<file path="config.mk">
export PLATFORM = sky130hd
export DESIGN_NAME = adder_accumulator_seq
export DESIGN_NICKNAME = d
export VERILOG_FILES = /design/src/rtl/adder_pkg.sv /design/src/rtl/unsigned_adder_32.sv /design/src/rtl/adder_accumulator_seq.sv
export SDC_FILE = /design/constraint.sdc
export NUM_CORES = 1
export LEC_CHECK = 0
export CORE_MARGIN = 2
export CORE_UTILIZATION = 45
export DETAILED_ROUTE_END_ITERATION = 8
export GPL_ROUTABILITY_DRIVEN = 0
export GPL_TIMING_DRIVEN = 0
export HOLD_SLACK_MARGIN = 0.15
export MAX_ROUTING_LAYER = met4
export PLACE_DENSITY_LB_ADDON = 0.12
export SLEW_MARGIN = 15
export SYNTH_ARGS = -nofsm -noshare
export SYNTH_HDL_FRONTEND = slang
export SYNTH_HIERARCHICAL = 1
export SYNTH_SLANG_ARGS = --single-unit
</file>
<file path="constraint.sdc">
create_clock -name clk -period 17.6 [get_ports clk]
set_input_delay 3.52 -clock clk [delete_from_list [all_inputs] [get_ports clk]]
set_output_delay 3.52 -clock clk [all_outputs]
set_load 0.1 [all_outputs]
</file>
<file path="src/rtl/adder_pkg.sv">
// Shared types for the accumulator datapath: FSM state encoding and the 32-bit word type.
package adder_pkg;

    localparam int unsigned WORD_W = 32;

    typedef logic [WORD_W-1:0] word_t;

    typedef enum logic [1:0] {
        IDLE,
        ACCUM,
        DONE
    } acc_state_t;

endpackage

</file>
<file path="src/rtl/unsigned_adder_32.sv">
// Combinational 32-bit unsigned ripple-carry adder built from per-bit full-adder cells.
module unsigned_adder_32
    import adder_pkg::*;
(
    input  logic  [WORD_W-1:0] a,
    input  logic  [WORD_W-1:0] b,
    input  logic               cin,
    output logic  [WORD_W-1:0] sum,
    output logic               cout
);

    logic [WORD_W:0] carry;

    assign carry[0] = cin;

    for (genvar i = 0; i < WORD_W; i++) begin : g_bit
        assign sum[i]       = a[i] ^ b[i] ^ carry[i];
        assign carry[i + 1] = ((a[i] ^ b[i]) & carry[i]) | (a[i] & b[i]);
    end

    assign cout = carry[WORD_W];

endmodule

</file>
<file path="src/rtl/adder_accumulator_seq.sv">
// Burst accumulator: sums N_OPS handshaked operands and presents the sum plus a sticky carry.
// Build option ACC_SATURATE_EN: clamp the accumulator to all-ones on the first carry-out.
module adder_accumulator_seq
    import adder_pkg::*;
#(
    parameter int unsigned N_OPS = 8,
    parameter int unsigned WIDTH = 32
) (
    input  logic             clk,
    input  logic             rst_n,
    input  logic             start,
    input  logic             in_valid,
    output logic             in_ready,
    input  logic [WIDTH-1:0] in_data,
    output logic             out_valid,
    input  logic             out_ready,
    output logic [WIDTH-1:0] out_sum,
    output logic             out_carry
);

    localparam int unsigned CNT_W = $clog2(N_OPS + 1);

    if (WIDTH != WORD_W) begin : g_width_check
        $error("adder_accumulator_seq: WIDTH must equal WORD_W");
    end
    if (N_OPS < 1 || N_OPS > 255) begin : g_nops_check
        $error("adder_accumulator_seq: N_OPS must be in 1..255");
    end

    acc_state_t       state_q;
    word_t            acc_q;
    logic [CNT_W-1:0] count_q;
    logic             carry_q;
    logic             in_ready_q;
    logic             out_valid_q;

    word_t            add_sum;
    logic             add_cout;
    word_t            acc_next;
    logic [CNT_W-1:0] count_inc;
    logic             last_op;

    unsigned_adder_32 u_adder (
        .a    (acc_q),
        .b    (word_t'(in_data)),
        .cin  (1'b0),
        .sum  (add_sum),
        .cout (add_cout)
    );

`ifdef ACC_SATURATE_EN
    // Once saturated, any further non-zero operand carries out again, so the clamp holds.
    assign acc_next = add_cout ? '1 : add_sum;
`else
    assign acc_next = add_sum;
`endif

    assign count_inc = count_q + CNT_W'(1);
    assign last_op   = (count_inc == CNT_W'(N_OPS));

    always_ff @(posedge clk) begin
        if (!rst_n) begin
            state_q     <= IDLE;
            acc_q       <= '0;
            count_q     <= '0;
            carry_q     <= 1'b0;
            in_ready_q  <= 1'b0;
            out_valid_q <= 1'b0;
        end else begin
            case (state_q)
                IDLE: begin
                    if (start) begin
                        state_q    <= ACCUM;
                        acc_q      <= '0;
                        count_q    <= '0;
                        carry_q    <= 1'b0;
                        in_ready_q <= 1'b1;
                    end
                end
                ACCUM: begin
                    if (in_valid) begin
                        acc_q   <= acc_next;
                        carry_q <= carry_q | add_cout;
                        count_q <= count_inc;
                        if (last_op) begin
                            state_q     <= DONE;
                            in_ready_q  <= 1'b0;
                            out_valid_q <= 1'b1;
                        end
                    end
                end
                DONE: begin
                    if (out_ready) begin
                        state_q     <= IDLE;
                        out_valid_q <= 1'b0;
                    end
                end
                default: begin
                    state_q     <= IDLE;
                    in_ready_q  <= 1'b0;
                    out_valid_q <= 1'b0;
                end
            endcase
        end
    end

    assign in_ready  = in_ready_q;
    assign out_valid = out_valid_q;
    assign out_sum   = WIDTH'(acc_q);
    assign out_carry = carry_q;

endmodule

</file>
# After elaboration in Yosys (flattened, before gate mapping)

Index checks and enable logic that the tools add are counted.

$add $sub $neg: 1
Equality and inequality tests: 7
Mux-type cells: 22
Bitwise gates (word level): 160
Reduce and logical (&&, ||, !) cells: 6

Operator list:

| kind                | number |
|---|---|
| $mux 32             | 2 |
| $pmux 32 s2         | 1 |
| $and 1x1->1         | 63 |
| $xor 1x1->1         | 63 |
| $or 1x1->1          | 32 |
| $reduce_and 4->1    | 3 |
| $mux 1              | 8 |
| $mux 2              | 4 |
| $mux 4              | 2 |
| $ne 2x2->1 const B  | 4 |
| $pmux 4 s2          | 1 |
| $pmux 1 s3          | 2 |
| $pmux 2 s3          | 1 |
| $add 4x1->4 const B | 1 |
| $eq 4x4->1 const B  | 1 |
| $reduce_and 3->1    | 1 |
| $eq 2x1->1 const B  | 1 |
| $eq 2x2->1 const B  | 1 |
| $logic_not 2->1     | 1 |
| $not 1->1           | 2 |
| $pmux 1 s2          | 1 |
| $reduce_bool 2->1   | 1 |

Register bits: 41
Input port bits: 37
Output and inout bits: 35
Word-level logic and storage cells: 202

# Depth between registers and ports, before layout

Gate-level depths: netlist of run 1.

Depth after elaboration: 66
Depth in mapped cells: 36
Gate-level depth less buffers: 36

# Hierarchy

The synthesis of run 1 kept the hierarchy.

Modules (own cells, without submodules):

| module                | instances | cells each | area each (sq um) | seq. area each (sq um) |
|---|---|---|---|---|
| adder_accumulator_seq | 1         | 196        | 1701.6            | 820.8 |
| unsigned_adder_32     | 1         | 37         | 659.4             | 0.0 |

# Worst setup path before layout of run 1

No wires, ideal clock.

Path kind: input-to-reg
From: input port in_data[0]
To: register acc_q[31], in the netlist out_sum[31]
Library setup time: 0.070 ns
Arrival time: 15.928 ns
Data required time: 17.530 ns
Slack: 1.601 ns
Cell stages on the path: 36
Path buffers: 0
Cell sequence: fa_1 fa_1 fa_1 fa_1 fa_1 fa_1 fa_1 fa_1 fa_1 fa_1 fa_1 fa_1 fa_1 fa_1 fa_1 fa_1 fa_1 fa_1 fa_1 fa_1 fa_1 fa_1 fa_1 fa_1 fa_1 fa_1 fa_1 fa_1 fa_1 fa_1 fa_1 inv_1 fa_1 inv_1 nand2_1 a21oi_1

Longest elaborated chain between the ends: 64

Ends and longest elaborated chain:

| element                   | line                        | text |
|---|---|---|
| from (decl)               | adder_accumulator_seq.sv:14 | `input logic [WIDTH-1:0] in_data,` |
| $and 1x1->1 (2 in series) | unsigned_adder_32.sv:18     | `assign carry[i + 1] = ((a[i] ^ b[i]) & carry[i]) \| (a[i] & b[i]);` |
| $or 1x1->1                | unsigned_adder_32.sv:18     |  |
| $and 1x1->1               | unsigned_adder_32.sv:18     |  |
| $or 1x1->1                | unsigned_adder_32.sv:18     |  |
| $and 1x1->1               | unsigned_adder_32.sv:18     |  |
| $or 1x1->1                | unsigned_adder_32.sv:18     |  |
| $and 1x1->1               | unsigned_adder_32.sv:18     |  |
| $or 1x1->1                | unsigned_adder_32.sv:18     |  |
| (+48 left out)            | --                          |  |
| $and 1x1->1               | unsigned_adder_32.sv:18     |  |
| $or 1x1->1                | unsigned_adder_32.sv:18     |  |
| $and 1x1->1               | unsigned_adder_32.sv:18     |  |
| $or 1x1->1                | unsigned_adder_32.sv:18     |  |
| $xor 1x1->1               | unsigned_adder_32.sv:17     | `assign sum[i] = a[i] ^ b[i] ^ carry[i];` |
| net acc_next[31]          | adder_accumulator_seq.sv:39 | `word_t acc_next;` |
| $mux 32                   | adder_accumulator_seq.sv:81 | `if (in_valid) begin` |
| $pmux 32 s2               | adder_accumulator_seq.sv:70 | `case (state_q)` |
| to (signal assigned)      | adder_accumulator_seq.sv:82 | `acc_q <= acc_next;` |
| to (decl)                 | adder_accumulator_seq.sv:31 | `word_t acc_q;` |

The timed path passes the listed nets, and every way through them passes these cells. The select of a mux whose other input is x is not followed.
A chain may end at the register's enable or synchronous reset.

# Worst setup path after layout of run 1

Same ends and word-level chain as after synthesis.

==> results of run 1 <==
==> Yosys cell counts, types with 2 or more instances <==
master / number / area share (%)
sky130_fd_sc_hd__nand3_1: 2 / 0.42
sky130_fd_sc_hd__nand4b_1: 13 / 4.8
sky130_fd_sc_hd__o21ai_1: 33 / 7.0
sky130_fd_sc_hd__buf_2: 6 / 1.3
sky130_fd_sc_hd__inv_1: 8 / 1.3
sky130_fd_sc_hd__buf_4: 3 / 0.95
sky130_fd_sc_hd__clkbuf_1: 7 / 1.1
sky130_fd_sc_hd__a21oi_1: 37 / 7.8
sky130_fd_sc_hd__nor2_1: 4 / 0.64
sky130_fd_sc_hd__nor3b_1: 2 / 0.64
sky130_fd_sc_hd__o21ai_0: 2 / 0.42
sky130_fd_sc_hd__o21a_1: 2 / 0.64
sky130_fd_sc_hd__dfxtp_1: 41 / 35
sky130_fd_sc_hd__nand2_1: 21 / 3.3
sky130_fd_sc_hd__fa_1: 32 / 27
sky130_fd_sc_hd__nand3b_1: 2 / 0.64
sky130_fd_sc_hd__buf_1: 3 / 0.48
==> power by group through the flow <==
stage               logic (mW)  registers [mW]  clock network [mW]
floorplan               0.0192           0.127                   0
global placement        0.0657           0.103                   0
detailed placement      0.0662           0.103                   0
CTS                     0.0669           0.101              0.0611
global route            0.0715           0.102              0.0655
finish                  0.0664           0.101              0.0597
==> stage by stage <==
| step | hold slack, ns | instances | instance area (um2) | util [%] |
|---|---|---|---|---|
| after floorplan | 0.489 | 233 | 2360 | - |
| after global placement | 0.473 | 374 | 3160 | 62.3 |
| after detailed placement | 0.490 | 374 | 3160 | 62.3 |
| after CTS | 0.507 | 382 | 3240 | 63.8 |
| after global routing | 0.548 | 382 | 3240 | 63.8 |
| final | 0.500 | 382 | 3240 | 63.8 |
==> per-layer routing <==
| metal | global-route usage (%) | up-vias |
|---|---|---|
| met5 | - | - |
| met4 | 6.55 | 0 |
| met3 | 4.98 | 9 |
| met2 | 32.6 | 60 |
| met1 | 25.5 | 953 |
| li1 | - | 964 |
==> final timing paths <==
kind,startpoint,end,slack (ns),depth (start not counted)
hold reg to reg,out_sum[31]$_SDFFE_PN0P_,out_sum[31]$_SDFFE_PN0P_,0.50,2
setup reg to reg,out_sum[0]$_SDFFE_PN0P_,out_sum[31]$_SDFFE_PN0P_,4.20,36
hold / removal,out_sum[31]$_SDFFE_PN0P_,out_sum[31]$_SDFFE_PN0P_,0.50,2
setup / recovery,in_data[0],out_sum[31]$_SDFFE_PN0P_,0.91,37
==> kinds of logic (layout without fill, tap and decap cells) <==
kind of cell / after synthesis / after routing / synth area share (%)
AO/OA/AOI/OAI: 82 / 82 / 19.7
AND/OR/NAND/NOR: 48 / 48 / 11.7
flip-flops: 41 / 41 / 34.8
adder cells (fa/ha/maj): 33 / 33 / 27.7
buffers and inverters: 27 / 106 / 5.09
other: 1 / 1 / 0.159
multiplexers: 1 / 1 / 0.954
==> registers in the layout, indices dropped and copies added (netlist names) <==
signal,count
state_q,2
out_valid,1
count_q,4
out_carry,1
out_sum,32
in_ready,1
==> worst max-delay path, delay by kind of cell <==
kind                       cells  cell delay, ns
AOI/OAI and AO/OA              1            0.10
adders and majority gates     32           12.69
buffers and inverters          3            0.56
and+or+nand+nor                1            0.04
==> final cells by class <==
type | instances | area, um2
Fill cell | 458 | 1840
Multi-Input combinational cell | 165 | 1420
Sequential cell | 41 | 821
Timing Repair Buffer | 71 | 711
Buffer | 19 | 90.1
Tap cell | 70 | 87.6
Clock buffer | 8 | 80.1
Inverter | 8 | 30.0
==> flow_results.org, run 1 <==
** Timing
- Crit path time final :: 16.69 ns
- Final hold vios :: 0
- Total negative setup slack :: 0 ns
- The final max-slew violation count is 0.
- Headroom to the max-slew limit :: 33.7%
- Static timing analysis puts the maximum clock frequency at between 0.05 and 0.06 GHz.
- Setup violations, final :: 0
- For the pin with the worst max-slew slack, the measured transition is 0.992 ns.
- Setup repair after global routing missed its margin :: false
- Final Skew :: 0.00692 ns
- Setup slack on the critical path of the routed design comes to 0.912 ns.
- Of the available clock period, the critical path in the final layout requires 94.8%.

** Yosys
- Synthesized instance count :: 233
- Sequential element share of the synthesized area :: roughly a third
- In this run the mean area of a mapped cell was 10.1 um2.
- Syn nets :: 303
- Flops & latches, synth :: 41
- Mapped cell area :: 2360 um2
- Synth warn :: 6
- The most used flip-flop cell after synthesis is sky130_fd_sc_hd__dfxtp_1.
- Ys async rst share :: 0%
- Yosys mapped a number of flops with a built-in enable equal to 0.
- Synth cell types :: 32

** GRT
- Global routing used between 20% and 30% of the available tracks.
- Pin count of the biggest net entering global routing :: 12
- Global-route wire length before repair :: 9440 um
- Total gr overflow :: 0
- Number of antenna violations at the first check in global routing :: 0
- Vias in the first global route :: 2049

** Routing
- Routed wire length :: 5280 um
- In the final routed layout, each cell accounts on average for 13.8 um.
- The detail route stage leaves a number of antenna-violating nets equal to 0.
- Length of the first detailed-routing pass in iterations :: 4
- After detailed routing, the number of remaining DRC violations is 0.
- Routed wl met3 :: between 300 and 400 um
- Met2 routed wirelength :: 2560 um
- Dividing the detail-routed via count by the number of cells gives roughly 5.2.
- Highest metal layer with signal wires :: met4
- In this run, the number of DRC markers left after iteration 0 of detailed routing was 148.
- The routed layout has between 1.5k and 2k vias.
- The detailed router put a total of between 2000 and 2500 um of wire on met1.

** Die
- The die is 76.4 um tall.
- Total core area :: 5070 um2
- The die is 76.4 um wide.
- The floorplan step defined a die boundary enclosing 5840 um2.
- Std-Cell Rows :: 26
- For this configuration, the core starts out at a cell density of 46.5%.
- For this design the top-level I/O count stands at 72.

** Setup path
- Highest net fanout along the worst path :: 1
- Setup CP Type :: in2reg
- Kind of start point of the critical path :: input port
- CP max-delay cell :: sky130_fd_sc_hd__clkdlybuf4s50_1
- On the worst path, the slowest cell contributes a delay of about 0.43 ns.
- In this design, the critical path's most frequently occurring cell is sky130_fd_sc_hd__fa_1.
- The worst setup path is captured at a register.
- STA puts the critical path data arrival time at 16.91 ns.
- STA puts the critical path data required time at 17.82 ns.

** Clock network
- CTS resizes :: 0
- Number of buffers added by the clock tree synthesis step :: 5
- Sinks on the clock net :: 41
- H-tree level count :: 2
- After clock tree synthesis, the setup repair step added 0 buffers.
- Cell at the root of the clock tree :: sky130_fd_sc_hd__clkbuf_8
- Clock-pin slew was measured on the worst setup and hold paths at 0.07 ns.
- Hold buffers post-CTS :: 0
- TritonCTS built the clock tree.
- No sink is reached through more buffers than the 2 on the longest clock path.
- The later pin in the worst-skew pair is clocked with a latency of 0.30 ns.

** Place
- Port Buffers :: roughly 70
- Summed over all nets, the half-perimeter wirelength after detailed placement is 3960 um.
- Post-placement worst setup slack :: a little under 0.6 ns

** Cells and area
- In the final design database the tool counted 381 nets.
- Relative to the synthesized area, the layout overhead comes to 37.2%.
- In the final layout, the share of cells above drive strength 1 is 6.09%.
- Leaving out fill and tap cells, the most frequent cell in the layout is sky130_fd_sc_hd__clkdlybuf4s50_1.
- In the layout the commonest cells are sky130_fd_sc_hd__clkdlybuf4s50_1, sky130_fd_sc_hd__dfxtp_1, sky130_fd_sc_hd__a21oi_1.
- Diode count :: 0

** Power and ir drop
- PD cells :: between 60 and 70 nW/um2
- Proportion of power drawn by the clock network :: 26.3%
- Summed over all nets, the switching power comes to around 79 uW.
- Share of total power in combinational logic :: 29.3%
- For this design the static power due to leakage is 1.18 nW.
- Power comes to 227 uW.
- Registers are responsible for 44.4% of the overall power.
- VDD sags by at most 58.5 uV.
- Proportion of total power due to net switching :: 34.7%
- Internal power :: about 150 uW

** Status
- The run finished with clean final reports.

** Run
- Reported max-cap violation count :: 0

** Worst hold path
- Worst hold path type :: reg2reg
(Power assumes the default switching activity.)
==> run 2: changes to the inputs <==
- GPL_TIMING_DRIVEN: 0 -> 1
==> run 2 against run 1 <==
Against the previous run: register-to-register slack got worse by 0.06 ns; worst hold slack improved by 0.013 ns; sequential power about the same; wire length decreased by 2.1%; design area decreased by 2.3%; non-clock buffer count decreased by 18; final cell count decreased by 5.0%; via count decreased by 2.9%; fmax decreased by 0.52%; critical path depth unchanged; worst setup slack got worse by 0.087 ns; largest cell class unchanged; highest routed layer unchanged.
==> flow_results.org, run 2 (synthesized netlist as in run 1, its figures left out) <==
** Status
- The run finished with clean final reports.

** Cells and area
- Fraction of the core area covered by cells at the end of the flow :: about 62%
- Relative area change from synthesis to final layout :: 34.0%
- Diode count :: 0
- After filler insertion, the fill cell instance count of the layout stands at 457.
- Commonest non-fill, non-tap cell in the layout :: sky130_fd_sc_hd__clkdlybuf4s50_1
- After the flow finishes, the layout carries non-filler instances totaling 363.
- Cells with a size suffix above 1 make up 4.44% of the layout.
- Commonest cells after routing, fill and taps aside :: sky130_fd_sc_hd__clkdlybuf4s50_1, sky130_fd_sc_hd__dfxtp_1, sky130_fd_sc_hd__a21oi_1
- Post-layout net count :: 363
- The register with the most flip-flops in the layout has 32 of them.

** Timing
- Crit path time final :: ~17 ns
- Setup violations remaining at the end of the flow were counted as 0.
- At the pin with the least slew margin, the transition time is around 1.1 ns.
- Setup repair after global routing missed its margin :: false
- Post-route clock period utilization :: 95.3%
- The total count of hold-check failures in the final report came to 0.
- In this run the tightest slew margin relative to its limit is around 24%.
- Derived from the worst setup path, the maximum achievable clock frequency is 0.0596 GHz.
- The final max-slew violation count is 0.
- Across the routed clock network, the largest skew measured is 0.00359 ns.
- Smallest hold slack :: 0.513 ns
- Total negative setup slack :: 0 ns

** Power and ir drop
- Power dissipated by switching net loads :: between 70 and 80 uW
- Sequential share of power :: 44.7%
- Summed over all cells, the static leakage comes to around 1.1 nW.
- The internal power of the cells totals 150 uW.
- The clock network accounts for 27.1% of the total power.
- Share of total power in combinational logic :: 28.1%
- Across the VDD grid, the largest voltage drop is 35.5 uV.
- Final Total Pwr :: around 230 uW
- PD cells :: 71.7 nW/um2
- Net switching is 34.0% of the power.

** GRT
- The first global-routing pass estimated 9090 um of wire.
- In the global route stage, overall resource usage came out at 19.4%.
- Total gr overflow :: 0
- Entering global routing, the biggest net connects 57 pins.
- The initial antenna violation count came to 0.
- The number of global-route vias before repair was 1900.

** Setup path
- Delay of the slowest cell on the worst path :: 0.44 ns
- Kind of start point of the critical path :: input port
- On the critical path the largest part of the delay comes from adder cells.
- Data required time at the worst endpoint :: 17.79 ns
- Critical path's most frequent cell :: sky130_fd_sc_hd__fa_1
- Arrival time at the worst endpoint :: 16.96 ns
- Highest net fanout along the worst path :: 1
- The critical path is of the in2reg type.
- CP max-delay cell :: sky130_fd_sc_hd__clkdlybuf4s50_1
- R2R Setup Slk :: 4.14 ns
- The worst setup path is captured at a register.
- The number of buffers and inverters on the critical path is 3.

** Routing
- Average wire per cell in the routed design :: around 14 um
- Dividing the detail-routed via count by the number of cells gives 5.31.
- Routed wire length :: 5170 um
- The first TritonRoute pass finished after 4 iterations.
- The detailed router placed 1929 vias in this run.
- In this run, the number of DRC markers left after iteration 0 of detailed routing was 117.
- The detail route stage leaves a number of antenna-violating nets equal to 0.
- In the routed design, unresolved DRC markers number 0.

** Worst hold path
- Worst hold path type :: reg2reg

** Clock network
- The later pin in the worst-skew pair is clocked with a latency of 0.28 ns.
- TritonCTS built the clock tree.
- Hold buffers post-CTS :: 0
- Setup bufs post-CTS :: 0
- The number of clock buffers added by TritonCTS is 5.
- After clock tree synthesis, the clock-pin slew on the worst setup and hold paths is 0.07 ns.
- Sinks on the clock net :: 41
- CTS resizes :: 0
- The clock tree synthesis step divided the H-tree into 2 levels.
- Counting along the longest clock path gives a buffer depth of 2.
- Cell at the root of the clock tree :: sky130_fd_sc_hd__clkbuf_8

** Die
- Total core area :: 5070 um2
- I/O pin count :: 72
- The initialized floorplan defines 26 standard-cell rows.
- Die width :: about 76 um
- Starting density of the core :: a little under half
- Area of the die :: 5840 um2
- Measured along the y axis, the die boundary spans 76.4 um.

** Place
- During placement, the flow inserted port buffers numbering 71.
- Detailed placement ended at an HPWL of 3480 um.
- Once placement completed, the tool counted placed cells totaling 356.

** Run
- The tool flagged a number of max-cap violations equal to 0.
==> run 2: path summary, 6_finish.rpt <==
| kind | end | start | cells after the start |
|---|---|---|---|
| worst max-delay path | out_sum[31]$_SDFFE_PN0P_ | in_data[0] | 37 |
| worst min-delay path | out_sum[31]$_SDFFE_PN0P_ | out_sum[31]$_SDFFE_PN0P_ | 2 |
| worst max register to register | out_sum[31]$_SDFFE_PN0P_ | out_sum[0]$_SDFFE_PN0P_ | 36 |
| worst min register to register | out_sum[31]$_SDFFE_PN0P_ | out_sum[31]$_SDFFE_PN0P_ | 2 |
==> run 2: worst register-to-register path: cells and delay by family, from the launching register on <==
family          cells  cell delay [ns]
fa+ha+maj          32            12.68
flops               1             0.34
compound gates      1             0.15
buf+inv             2             0.14
simple gates        1             0.04
==> run 2: stage by stage <==
step                area, um2  setup slack, ns
detailed placement       3080            0.554
global route             3160            0.399
global placement         3080            0.690
CTS                      3160            0.850
floorplan                2360             1.60
finish                   3160            0.826
==> run 2: layout make-up <==
cell class	instances	area (um2)	share of cell area [%]
inverter	8	30.0	0.949
multi-input combinational	165	1420	44.9
tap	70	87.6	2.77
timing repair buffer	72	718	22.7
clock buffer	7	86.3	2.73
sequential	41	822	26.0
==> run 2: per-layer routing <==
layer | part of all wire (%) | GRT usage (%)
met4 | 0.89 | 5.45
met1 | 45 | 25.3
met3 | 5.1 | 3.91
met5 | 0 | -
met2 | 49 | 31.1
==> run 2: power groups by stage <==
| stage | logic [mW] | clock network [mW] | registers [mW] |
|---|---|---|---|
| after global routing | 0.0687 | 0.0680 | 0.103 |
| after global placement | 0.0630 | 0 | 0.104 |
| after detailed placement | 0.0637 | 0 | 0.104 |
| final | 0.0637 | 0.0615 | 0.101 |
| after CTS | 0.0642 | 0.0634 | 0.102 |
| after floorplan | 0.0192 | 0 | 0.127 |
